===== src/rtl/div32_iter_pkg.sv =====
// Shared definitions for the iterative signed divider: FSM encoding,
// iteration count and iteration-counter width.
package div32_iter_pkg;

    localparam int DIV_ITERS = 32;
    localparam int CNT_W     = 6;

    typedef enum logic [1:0] {
        IDLE = 2'd0,
        RUN  = 2'd1,
        FIX  = 2'd2,
        DONE = 2'd3
    } div_state_t;

endpackage


===== src/rtl/div32_iter_negate32.sv =====
// Conditional two's-complement negate: dout = neg ? ~din + 1 : din.
// Same invert-and-increment form the ALU uses for subtraction, so the
// most negative value maps onto itself (modulo 2^WIDTH).
module negate32 #(
    parameter int WIDTH = 32
) (
    input  logic [WIDTH-1:0] din,
    input  logic             neg,
    output logic [WIDTH-1:0] dout
);

    // Purely combinational select between the input and its negation.
    always_comb begin
        dout = din;
        if (neg) begin
            dout = ~din + WIDTH'(1);
        end
    end

endmodule


===== src/rtl/div32_iter.sv =====
// Multi-cycle signed divider: magnitudes are divided with WIDTH
// non-restoring iterations, then a single fix-up cycle restores the
// remainder and applies the signs. A one-cycle ready pulse follows.
module div32_iter
    import div32_iter_pkg::*;
#(
    parameter int WIDTH = DIV_ITERS
) (
    input  logic             clock,
    input  logic             resetn,
    input  logic             ctrl_div,
    input  logic [WIDTH-1:0] data_operandA,
    input  logic [WIDTH-1:0] data_operandB,
    output logic [WIDTH-1:0] data_result,
    output logic [WIDTH-1:0] data_remainder,
    output logic             data_exception,
    output logic             data_resultRDY,
    output logic             busy
);

    localparam logic [CNT_W-1:0] LAST_ITER = CNT_W'(WIDTH - 1);

    div_state_t       state_reg;
    div_state_t       state_next;

    logic [WIDTH:0]   r_reg;          // signed partial remainder, one guard bit
    logic [WIDTH-1:0] q_reg;          // dividend bits shift out, quotient bits shift in
    logic [WIDTH-1:0] b_mag_reg;
    logic [CNT_W-1:0] cnt_reg;
    logic             sign_q_reg;     // sA ^ sB
    logic             sign_r_reg;     // sA
    logic [WIDTH-1:0] result_reg;
    logic [WIDTH-1:0] remainder_reg;
    logic             exception_reg;
    logic             rdy_reg;

    logic [WIDTH-1:0] a_mag;
    logic [WIDTH-1:0] b_mag;
    logic             divisor_zero;
    logic [WIDTH:0]   b_ext;
    logic [WIDTH:0]   r_shift;
    logic [WIDTH:0]   r_step;
    logic [WIDTH-1:0] q_step;
    logic [WIDTH-1:0] r_fix;
    logic [WIDTH-1:0] q_signed;
    logic [WIDTH-1:0] r_signed;

    // Input magnitudes; |-2^(WIDTH-1)| is kept as the unsigned 2^(WIDTH-1).
    negate32 #(.WIDTH(WIDTH)) u_neg_a (
        .din  (data_operandA),
        .neg  (data_operandA[WIDTH-1]),
        .dout (a_mag)
    );

    negate32 #(.WIDTH(WIDTH)) u_neg_b (
        .din  (data_operandB),
        .neg  (data_operandB[WIDTH-1]),
        .dout (b_mag)
    );

    // Output sign fixes applied during the FIX cycle.
    negate32 #(.WIDTH(WIDTH)) u_neg_q (
        .din  (q_reg),
        .neg  (sign_q_reg),
        .dout (q_signed)
    );

    negate32 #(.WIDTH(WIDTH)) u_neg_r (
        .din  (r_fix),
        .neg  (sign_r_reg),
        .dout (r_signed)
    );

    // One non-restoring step: shift {R,Q} left, add or subtract |B| by the
    // sign R had before the shift, and record the new sign as a quotient bit.
    always_comb begin
        divisor_zero = (data_operandB == '0);
        b_ext        = {1'b0, b_mag_reg};
        r_shift      = {r_reg[WIDTH-1:0], q_reg[WIDTH-1]};
        r_step       = r_reg[WIDTH] ? (r_shift + b_ext) : (r_shift - b_ext);
        q_step       = {q_reg[WIDTH-2:0], ~r_step[WIDTH]};
        // Only the low WIDTH bits survive, so the restore is done at WIDTH.
        r_fix        = r_reg[WIDTH] ? (r_reg[WIDTH-1:0] + b_mag_reg) : r_reg[WIDTH-1:0];
    end

    // State register.
    always_ff @(posedge clock or negedge resetn) begin
        if (!resetn) begin
            state_reg <= IDLE;
        end else begin
            state_reg <= state_next;
        end
    end

    // Next state: a start pulse in any state (re)starts; otherwise walk the sequence.
    always_comb begin
        state_next = state_reg;
        if (ctrl_div) begin
            state_next = divisor_zero ? DONE : RUN;
        end else begin
            case (state_reg)
                IDLE:    state_next = IDLE;
                RUN:     state_next = (cnt_reg == LAST_ITER) ? FIX : RUN;
                FIX:     state_next = DONE;
                DONE:    state_next = IDLE;
                default: state_next = IDLE;
            endcase
        end
    end

    // Datapath, output registers and the ready pulse.
    always_ff @(posedge clock or negedge resetn) begin
        if (!resetn) begin
            r_reg         <= '0;
            q_reg         <= '0;
            b_mag_reg     <= '0;
            cnt_reg       <= '0;
            sign_q_reg    <= 1'b0;
            sign_r_reg    <= 1'b0;
            result_reg    <= '0;
            remainder_reg <= '0;
            exception_reg <= 1'b0;
            rdy_reg       <= 1'b0;
        end else begin
            // A start arriving in DONE abandons that result, so no pulse.
            rdy_reg <= (state_reg == DONE) && !ctrl_div;
            if (ctrl_div) begin
                if (divisor_zero) begin
                    result_reg    <= '0;
                    remainder_reg <= '0;
                    exception_reg <= 1'b1;
                end else begin
                    r_reg      <= '0;
                    q_reg      <= a_mag;
                    b_mag_reg  <= b_mag;
                    cnt_reg    <= '0;
                    sign_q_reg <= data_operandA[WIDTH-1] ^ data_operandB[WIDTH-1];
                    sign_r_reg <= data_operandA[WIDTH-1];
                end
            end else begin
                case (state_reg)
                    RUN: begin
                        r_reg   <= r_step;
                        q_reg   <= q_step;
                        cnt_reg <= cnt_reg + CNT_W'(1);
                    end
                    FIX: begin
                        result_reg    <= q_signed;
                        remainder_reg <= r_signed;
                        exception_reg <= 1'b0;
                    end
                    default: ;
                endcase
            end
        end
    end

    assign data_result    = result_reg;
    assign data_remainder = remainder_reg;
    assign data_exception = exception_reg;
    assign data_resultRDY = rdy_reg;
    assign busy           = (state_reg != IDLE);

endmodule


===== config.mk =====
export PLATFORM = sky130hd
export DESIGN_NAME = div32_iter
export DESIGN_NICKNAME = d
export VERILOG_FILES = /design/src/rtl/div32_iter_pkg.sv /design/src/rtl/div32_iter_negate32.sv /design/src/rtl/div32_iter.sv
export SDC_FILE = /design/constraint.sdc
export NUM_CORES = 1
export LEC_CHECK = 0
export BUFFER_PORTS_ARGS = -buffer_cell sky130_fd_sc_hd__buf_2
export CORE_MARGIN = 1.5
export CORE_UTILIZATION = 54
export DETAILED_ROUTE_END_ITERATION = 10
export MAX_ROUTING_LAYER = met4
export PLACE_DENSITY_LB_ADDON = 0.15
export SETUP_SLACK_MARGIN = 0.3
export SYNTH_ARGS = -nofsm -noshare
export SYNTH_HDL_FRONTEND = slang
export SYNTH_SLANG_ARGS = --single-unit

===== constraint.sdc =====
create_clock -name clock -period 6 [get_ports clock]
set_clock_uncertainty 0.1 [all_clocks]
set_input_delay 0.3 -clock clock [delete_from_list [all_inputs] [get_ports clock]]
set_output_delay 0.3 -clock clock [all_outputs]
set_load 0.02 [all_outputs]

==> impl_metrics.toml, run 1 <==
[power_and_ir_drop]
powerDensity_nw_per_um2 = 460
p_leak_uw = 0.00673
ir_worst_vdd_mv = 0.225

[clock_network]
clk_path_buf_depth = 2
cts-root-buf = "clkbuf_16"
cts-htree-levels = 4
path_clk_slew_ns = 0.09
cts_setup_buffers = 0
clock-sinks = 173
insertion_delay_ns = 0.45
cts_tree = "yes"
cts_buffers = 17

[placed_design]
portBuffers = 133
gp_congestion = 0.934
hpwl_mm = 29.5

[setup_path]
reg2reg_from = "b_mag_reg[5]$_DFFE_PN0P_"
arrival_ns = 5.00
crit_end = "r_reg[30]$_DFFE_PN0P_"
reg2reg_depth = 18
reg2reg_to = "r_reg[30]$_DFFE_PN0P_"
critPathLaunch = "b_mag_reg[5]$_DFFE_PN0P_"
critPathRequiredTime_ns = 6.23
regToRegSetupSlack_ns = 1.23
critPathLaunchType = "register"
end_kind = "register"
critPathMaxFanout = 5
worst-setup-path-type = "reg -> reg"

[final_layout]
largest_reg_flops = 33
final_common_cell = "nand2_1"
multi_input_area_um2 = 8910
drive_gt1_share_pct = 11.8
syn_to_final_growth_pct = 11.0
final_cell_mix = "nand2_1 (264), o21ai_0 (213), dfrtp_1 (172)"
num-fill-cells = 2318
nets = 1919
num_antenna_cells = 0
register_area_um2 = 4330

[timing]
rsz0062_at_grt = "no"
holdWs_ns = 0.0290
finalSetupTns_ns = 0
fmax_mhz = 209
maxSlewHeadroom_pct = 30.3
worst_pin_slew_ns = 1.04
min_period_over_period_pct = 79.6
min_period_ns = 4.77
setup_viol = 0
slew_violations = 0
hold_viol = 0

[logic_synthesis]
syn_inst = 1703
synth_edf_count = 0
synthDistinctLibCells = 73
ys_warn_count = 0
synthesis.area_um2 = 13700
ys.flop_type = "dfrtp_1"
synth.avg_cell_area_um2 = 8.05
ys_ff_latch = 173
seq_area_frac_synth_pct = 31.6
synth.net_count = 1841
ys_async_sr_fraction_pct = 100

[hold_path]
hold_path_startpoint = "data_operandB[0]"
hp-class = "in -> reg"

[grt]
grt_pass1_vias = 11226
antenna_found_initial = 0
grt_max_degree = 100
grt_overflow = 0
grt_pass1_wl_mm = 61.0
grtUsageTotal_pct = 30.4

[die]
start_util_pct = 54.8
coreArea_um2 = 25000
die_area_um2 = 26400
die_y_um = 162
row_count = 58
die_x_um = 162
pin_count = 134

[route]
wl_per_cell_um = 18.1
drc_errors = 0
vias = 12613
finalWirelength_mm = 38.5
viasPerCell = 5.94
firstDrtPassIters = 5
drtAntennaViolNets = 0
initialDrtViolationCount = 1224

[run_status]
status = "finished, final reports clean"

[job]
maxCapViolCount = 0
-- metal layers --
layer	share of wire [%]	GRT usage, %	vias to the layer above
met5	0	-	-
met4	0.81	5.25	0
met3	7.5	5.02	22
met2	39	40.4	403
met1	52	48.1	5882
li1	-	-	6306
-- synth_stat cells (all sizes together), types with 17 or more instances --
| master | n | area [um2] |
|---|---|---|
| ha | 69 | 863 |
| dfrtp | 173 | 4330 |
| nor3 | 33 | 165 |
| nand2 | 264 | 991 |
| o31ai | 39 | 298 |
| o21ai | 233 | 1180 |
| a211oi | 17 | 138 |
| nor2 | 79 | 297 |
| a21o | 25 | 188 |
| mux2i | 20 | 200 |
| nor4 | 19 | 119 |
| xnor2 | 72 | 631 |
| nand3 | 52 | 265 |
| o22ai | 37 | 231 |
| clkbuf | 76 | 285 |
| a21oi | 92 | 464 |
| inv | 39 | 146 |
| xor2 | 127 | 1110 |
| o41ai | 17 | 149 |
| or3 | 19 | 119 |
-- worst min path at each step --
stage               slack [ns]                              to  depth (start not counted)
finish                    0.03        b_mag_reg[0]$_DFFE_PN0P_                          3
global route              0.04        b_mag_reg[0]$_DFFE_PN0P_                          3
CTS                       0.02        b_mag_reg[0]$_DFFE_PN0P_                          3
detailed placement        0.16  data_remainder[24]$_DFFE_PN0P_                          1
global placement          0.16  data_remainder[23]$_DFFE_PN0P_                          1
floorplan                 -0.1        b_mag_reg[0]$_DFFE_PN0P_                          0
-- area by class of cell --
cell class                 instances  area share [%]
clock buffer                      17            2.79
clock inverter                    15            1.39
sequential                       173            28.4
multi-input combinational       1401            58.5
tap                              330            2.71
inverter                          40           0.986
timing repair buffer             148            5.17
-- critical path, cell delays in order (launching register included) --
cell      delay, ns
dfrtp_1        0.43
nor4_1         0.41
nand2b_1       0.18
nor3b_1        0.52
and2_1         0.30
nor2_1         0.07
xor2_1         0.16
ha_1           0.34
a21o_1         0.18
a21oi_1        0.14
o21bai_1       0.08
a211o_1        0.29
a221o_1        0.36
a211oi_1       0.29
o31ai_1        0.19
a21o_1         0.20
a21oi_1        0.17
xor2_1         0.16
o21ai_0        0.08
-- timing repair --
action                    in CTS  in global routing
hold buffers                   1                  0
resized for setup              0                  0
hold endpoints to repair      46                  0
-- report_power, final --
group / total (uW) / switching [uW] / leakage, uW / internal, uW
sequential: 1710 / 370 / 0.00223 / 1340
combinational: 4090 / 2390 / 0.00419 / 1690
clock: 1210 / 622 / 0.000306 / 586
-- per-stage QoR --
stage | setup WS [ns] | total power, uW | util [%] | cell area, um2 | std cells
global route | 0.779 | 7530 | 60.8 | 15200 | 2124
finish | 1.23 | 7000 | 60.8 | 15200 | 2124
CTS | 1.26 | 6930 | 60.8 | 15200 | 2124
floorplan | 0.535 | 4750 | - | 13700 | 1703
global placement | 1.31 | 5680 | 58.2 | 14600 | 2091
detailed placement | 1.26 | 5710 | 58.2 | 14600 | 2091
-- logic make-up (layout without fill, tap and decap cells) --
logic type | count (synthesis) | count (layout) | share of synthesized area (%)
DFF | 173 | 173 | 31.6
AOI/OAI and AO/OA | 541 | 541 | 24.4
muxes | 28 | 28 | 2.12
adders and majority gates | 71 | 71 | 6.59
and+or+nand+nor | 562 | 562 | 19.0
buffers and inverters | 129 | 220 | 3.59
xor gates and xnor gates | 199 | 199 | 12.7
No activity file was read; power rests on OpenSTA's default activity.
==> run 2, diff against run 1 <==
ABC_AREA = 1   (was not set)
clock period = 4.3 ns   (was 6 ns; I/O delays follow)
==> run 2 against run 1 <==
Compared with the run above: routed wire length grew 23%; worst hold slack lost 0.019 ns; sequential power grew 34%; cell count grew 32%; critical endpoint is now q_reg[0]$_DFFE_PN0P_; largest power group unchanged; highest routed layer unchanged.
==> impl_metrics.toml, run 2 <==
[clock_network]
cts_tree = "yes"
clk_path_buf_depth = 2
clock-sinks = 173
cts-root-buf = "clkbuf_16"
path_clk_slew_ns = 0.08
cts-htree-levels = 4
cts_buffers = 17
insertion_delay_ns = 0.46

[power_and_ir_drop]
combPwrFrac_pct = 60.9
switchingPower_uw = 5380
ir_worst_vdd_mv = 0.267
powerDensity_nw_per_um2 = 603
p_int_uw = 4740
p_clk_share_pct = 16.5
p_leak_uw = 0.00881
p_seq_share_pct = 22.7
sw_frac_of_total_pct = 53.1

[final_layout]
syn_to_final_growth_pct = 12.5
num_antenna_cells = 0
largest_reg_flops = 33
final_common_cell = "nand2_1"
fin_area_um2 = 16800
drive_gt1_share_pct = 10.7
final_cell_mix = "nand2_1 (712), inv_1 (282), nor2_1 (223)"
nets = 2578

[placed_design]
portBuffers = 133
dpl_cell_area_um2 = 15800
gp_congestion = 0.998
hpwl_mm = 37.2

[logic_synthesis]
synthTopCellsByCount = "nand2_1 (720), inv_1 (288), nor2_1 (230), o21ai_0 (191), dfrtp_1 (173)"
synth.avg_cell_area_um2 = 6.43
ys_ff_latch = 173
synthesis.area_um2 = 14900
syn_inst = 2322
synth_edf_count = 0
yosysTopAreaCellShare_pct = 29.0
yosysTopAreaCell = "dfrtp_1"
ys.flop_type = "dfrtp_1"
yosysMostFrequentCell = "nand2_1"
synthDistinctLibCells = 47
synth.net_count = 2460
synth_top_cells_by_area = "dfrtp_1 (29%), nand2_1 (18%), inv_1 (7.2%)"
seq_area_frac_synth_pct = 29.0
ys_async_sr_fraction_pct = 100
ys_warn_count = 0

[die]
start_util_pct = 55.2
coreArea_um2 = 27000
die_y_um = 169
pin_count = 134
die_area_um2 = 28600
die_x_um = 169
row_count = 60

[route]
finalWirelength_mm = 47.2
viasPerCell = 5.57
drtAntennaViolNets = 0
initialDrtViolationCount = 1560
wl_per_cell_um = 16.9
firstDrtPassIters = 6
drc_errors = 0
vias = 15559

[grt]
grt_pass1_wl_mm = 74.2
grt_max_degree = 98
antenna_found_initial = 1
grt_overflow = 0
grtUsageTotal_pct = 34.2
grt_pass1_vias = 14058

[setup_path]
reg2reg_from = "b_mag_reg[1]$_DFFE_PN0P_"
regToRegSetupSlack_ns = 0.36
critPathMaxFanout = 5
crit_end = "q_reg[0]$_DFFE_PN0P_"
end_kind = "register"
worst_path_max_delay_cell = "dfrtp_2"
path_buf_inv = 1
reg2reg_to = "q_reg[0]$_DFFE_PN0P_"
arrival_ns = 4.18
critPathLaunch = "b_mag_reg[1]$_DFFE_PN0P_"
critical-path-top-cell-by-count = "nand2_1"
worst-setup-path-type = "reg -> reg"
critPathRequiredTime_ns = 4.55
crit_cells = 24
critPathTopFamily = "simple AND/OR/NAND/NOR gates"
slowest_delay_ns = 0.43
critPathLaunchType = "register"
reg2reg_depth = 24
crit_chain = "inv_2 -> nand3_2 -> nor2_1 -> nand3_1 -> nor3_2 -> nand2_1 -> nor3_2 -> nand2_1 -> nor2_2 -> nand2_2 -> o31ai_2 -> xnor2_1 -> ha_1 -> a21oi_1 -> nor2_2 -> nor2_2 -> nor4_2 -> nor3_1 -> o21ai_1 -> a21oi_2 -> nand3b_1 -> nand3_2 -> nand2_1 -> nand2_1"

[timing]
worst_pin_slew_ns = 1.19
min_period_ns = 3.94
setup_viol = 0
rsz0062_at_grt = "yes"
min_period_over_period_pct = 91.6
slew_violations = 0
finalSetupTns_ns = 0
maxSlewHeadroom_pct = 20.8
hold_viol = 0
fmax_mhz = 254

[run_status]
status = "finished, final reports clean"

[job]
maxCapViolCount = 0

[hold_path]
hp-class = "in -> reg"
run 2: worst min path at each step:
stage / endpoint / slack, ns / from / cells past startpoint
floorplan: b_mag_reg[0]$_DFFE_PN0P_ / -0.18 / resetn / 0
global placement: data_remainder[30]$_DFFE_PN0P_ / 0.19 / resetn / 1
detailed placement: data_remainder[30]$_DFFE_PN0P_ / 0.19 / resetn / 1
CTS: b_mag_reg[16]$_DFFE_PN0P_ / 0.01 / data_operandB[16] / 4
global route: b_mag_reg[17]$_DFFE_PN0P_ / 0.02 / data_operandB[17] / 3
finish: b_mag_reg[16]$_DFFE_PN0P_ / 0.01 / data_operandB[16] / 4
run 2: final cells by class:
class | count | area, um2
multi-input cells | 1791 | 9340
flip-flops and latches | 173 | 4330
clock inverters | 15 | 211
clock buffers | 17 | 425
repair buffers | 166 | 960
fillers | 2574 | 10200
well taps | 341 | 427
inverters | 291 | 1090
run 2: kinds of logic (layout without fill, tap and decap cells):
group / after synthesis / in the layout / synth area share, %
AOI/OAI and AO/OA: 412 / 412 / 15.7
xor gates and xnor gates: 123 / 123 / 7.22
adders and majority gates: 71 / 71 / 6.06
muxes: 1 / 1 / 0.0671
DFF: 173 / 173 / 29.0
buffers and inverters: 358 / 489 / 9.34
and+or+nand+nor: 1184 / 1184 / 32.6
run 2: per-stage QoR:
step,power (uW),util [%],setup slack (ns),instances,hold WS (ns)
2_1_floorplan,6510,-,0.444,2322,-0.181
3_3_place_gp,8040,58.6,0.226,2744,0.188
3_5_place_dp,8120,58.6,0.0322,2744,0.193
4_1_cts,9820,61.5,0.287,2787,0.0111
5_1_grt,11000,62.1,0.105,2794,0.0207
6_report,10100,62.1,0.361,2794,0.0103
run 2: power groups by stage:
stage / Sequential [uW] / Clock (uW) / Combinational (uW)
6_report: 2290 / 1670 / 6160
5_1_grt: 2310 / 1730 / 6920
4_1_cts: 2270 / 1670 / 5880
3_5_place_dp: 2300 / 0 / 5820
3_3_place_gp: 2300 / 0 / 5740
2_1_floorplan: 2120 / 0 / 4390
run 2: layer usage:
| layer | vias up | track usage [%] | part of all wire [%] | wire length, um |
|---|---|---|---|---|
| met4 | 0 | 6.62 | 1.4 | 654 |
| li1 | 7757 | - | - | - |
| met1 | 7093 | 50.4 | 48 | 22800 |
| met2 | 662 | 47.7 | 41 | 19100 |
| met3 | 47 | 7.95 | 9.9 | 4700 |
| met5 | - | - | 0 | 0 |
run 2: timing repair:
item	4_1_cts	5_1_grt
buffers inserted	0	7
resized for setup	8	40
endpoints found under the setup margin	7	13
pin swaps	0	19
hold endpoints to repair	86	0
hold buffers	11	0
run 2: worst reg2reg max path: stages (launching register included):
cell	delay [ns]
dfrtp_2	0.43
inv_2	0.08
nand3_2	0.09
nor2_1	0.12
nand3_1	0.11
nor3_2	0.25
nand2_1	0.12
nor3_2	0.20
nand2_1	0.11
nor2_2	0.17
nand2_2	0.11
o31ai_2	0.22
xnor2_1	0.15
ha_1	0.30
a21oi_1	0.24
nor2_2	0.07
nor2_2	0.15
nor4_2	0.05
nor3_1	0.21
o21ai_1	0.11
a21oi_2	0.14
nand3b_1	0.13
nand3_2	0.07
nand2_1	0.06
nand2_1	0.06
==> run 3, diff against run 2 <==
--- a/config.mk
+++ b/config.mk
@@ -9,3 +9,3 @@
 export BUFFER_PORTS_ARGS = -buffer_cell sky130_fd_sc_hd__buf_2
-export CORE_MARGIN = 1.5
+export CORE_MARGIN = 4
 export CORE_UTILIZATION = 54
==> constraint.sdc (replaced) <==
create_clock -name clock -period 4.3 [get_ports clock]
set_clock_uncertainty 0.1 [all_clocks]
set_input_delay 0.43 -clock clock [delete_from_list [all_inputs] [get_ports clock]]
set_output_delay 0.43 -clock clock [all_outputs]
set_load 0.02 [all_outputs]
==> run 3 against run 2 <==
Compared with the run above: critical path depth is 1 lower; highest routed layer unchanged; sequential power hardly changed; via count is 0.37% higher; sequential cell count is the same; first-iteration DRC count fell by 2.0%; die area up 6.0%; utilization is 0.15 points lower; worst setup slack worse by 0.021 ns; largest power group unchanged; fmax decreased by 0.52%; combinational power rose by 0.6%; critical path type unchanged; clock power about the same; power increased by 0.47%.
==> impl_metrics.toml, run 3 (synthesized netlist as in run 2, its figures left out) <==
[timing]
hold_viol = 0
rsz0062_at_grt = "yes"
worst_slack_ns = 0.340
slew_violations = 0
fmax_mhz = 253
min_period_ns = 3.96
holdWs_ns = 0.158
worst_pin_slew_ns = 1.15
maxSlewHeadroom_pct = 23.1
min_period_over_period_pct = 92.1
finalSetupTns_ns = 0
setup_viol = 0

[final_layout]
syn_to_final_growth_pct = 12.5
fin_area_um2 = 16800
num_antenna_cells = 0
num-fill-cells = 2593
largest_reg_flops = 33
nets = 2571
final_common_cell = "nand2_1"
final_cell_mix = "nand2_1 (710), inv_1 (283), nor2_1 (222)"
fin_cells = 2818
drive_gt1_share_pct = 11.0

[die]
start_util_pct = 55.1
coreArea_um2 = 27100
die_area_um2 = 30400
die_y_um = 174
pin_count = 134
die_x_um = 174
row_count = 60

[power_and_ir_drop]
ir_worst_vdd_mv = 0.275
p_leak_uw = 0.00881
powerDensity_nw_per_um2 = 605

[setup_path]
regToRegSetupSlack_ns = 0.34
critPathLaunchType = "register"
crit_chain = "inv_1 -> nand2_1 -> nor2_1 -> nand3_1 -> nor3_2 -> nand2_1 -> nor3_2 -> nand2_1 -> nor2_2 -> nand2_2 -> o21ai_2 -> o21ai_1 -> xor2_1 -> ha_1 -> nand2_2 -> buf_4 -> nor2_4 -> nand2_2 -> nor4_4 -> a21oi_2 -> nand3b_1 -> nand3_2 -> o21bai_1"
arrival_ns = 4.17
reg2reg_from = "b_mag_reg[4]$_DFFE_PN0P_"
path_buf_inv = 2
reg2reg_depth = 23
critPathTopFamily = "simple AND/OR/NAND/NOR gates"
reg2reg_to = "r_reg[32]$_DFFE_PN0P_"
critPathMaxFanout = 5
critPathLaunch = "b_mag_reg[4]$_DFFE_PN0P_"
worst_path_max_delay_cell = "dfrtp_1"
end_kind = "register"
worst-setup-path-type = "reg -> reg"
critPathRequiredTime_ns = 4.51
slowest_delay_ns = 0.42

[hold_path]
hp-class = "in -> reg"
hold_end = "b_mag_reg[27]$_DFFE_PN0P_"
whs_path_depth = 3
hold_path_startpoint = "data_operandB[27]"

[grt]
antenna_found_initial = 1
grt_overflow = 0
grt_max_degree = 80
grt_pass1_wl_mm = 74.5
grt_pass1_vias = 14104
grtUsageTotal_pct = 31.3

[route]
drtAntennaViolNets = 0
viasPerCell = 5.54
finalWirelength_mm = 47.2
wl_per_cell_um = 16.8
drc_errors = 0
firstDrtPassIters = 7
initialDrtViolationCount = 1529
vias = 15616

[job]
maxCapViolCount = 0

[placed_design]
dpl_cell_area_um2 = 15900
gp_congestion = 0.952
portBuffers = 133
hpwl_mm = 37.6
placed_cells = 2777
pre_cts_slack_ns = 0.0974

[clock_network]
cts-htree-levels = 4
insertion_delay_ns = 0.46
cts-root-buf = "clkbuf_16"
cts_tree = "yes"
cts_buffers = 17
clock-sinks = 173
clk_path_buf_depth = 2
path_clk_slew_ns = 0.10

[run_status]
status = "finished, final reports clean"
run 3: metrics by stage:
| step | utilization [%] | total power [uW] |
|---|---|---|
| after floorplan | - | 6510 |
| after global placement | 58.6 | 8080 |
| after detailed placement | 58.6 | 8130 |
| after CTS | 61.1 | 9820 |
| after global routing | 61.9 | 11100 |
| final | 61.9 | 10200 |
run 3: area by class of cell:
| cell class | count | area, um2 | share of cell area (%) |
|---|---|---|---|
| clock buffer | 17 | 425 | 2.53 |
| clock inverter | 15 | 206 | 1.23 |
| inverter | 291 | 1090 | 6.51 |
| multi-input combinational | 1791 | 9400 | 56.0 |
| sequential | 173 | 4330 | 25.8 |
| tap | 372 | 465 | 2.77 |
| timing repair buffer | 159 | 870 | 5.18 |
run 3: power breakdown:
part | switching, uW | internal (uW)
Clock | 863 | 807
Sequential | 419 | 1880
Combinational | 4140 | 2050
Total | 5420 | 4740
run 3: what timing repair did:
item                                    4_1_cts  5_1_grt
endpoints found under the hold margin        76        0
endpoints found under the setup margin        4       13
hold buffers                                  1        0
pin swaps                                     0       19
setup buffers                                 0        8
gates resized for setup                      10       47
run 3: worst reg2reg max path: stages (launching register included):
cell and delay [ns]:
dfrtp_1 0.42, inv_1 0.13, nand2_1 0.08, nor2_1 0.10, nand3_1 0.12, nor3_2 0.23, nand2_1 0.12, nor3_2 0.19
nand2_1 0.10, nor2_2 0.17, nand2_2 0.11, o21ai_2 0.17, o21ai_1 0.09, xor2_1 0.16, ha_1 0.39, nand2_2 0.08
buf_4 0.15, nor2_4 0.11, nand2_2 0.09, nor4_4 0.23, a21oi_2 0.09, nand3b_1 0.18, nand3_2 0.11, o21bai_1 0.10
run 3: routing by layer:
metal	share of wire (%)	wire, um	GRT usage [%]	up-vias
met1	48	22600	47.9	7195
met4	1.5	686	6.14	0
li1	-	-	-	7734
met3	10	4930	7.16	43
met2	40	19000	42.1	644
met5	0	0	-	-
run 3: worst max-delay path by stage:
stage / to / slack, ns / cells past startpoint
detailed placement: r_reg[32]$_DFFE_PN0P_ / 0.1 / 24
finish: r_reg[32]$_DFFE_PN0P_ / 0.34 / 23
floorplan: r_reg[28]$_DFFE_PN0P_ / 0.44 / 21
CTS: r_reg[32]$_DFFE_PN0P_ / 0.34 / 22
global placement: q_reg[0]$_DFFE_PN0P_ / 0.15 / 25
global route: r_reg[32]$_DFFE_PN0P_ / 0.1 / 24
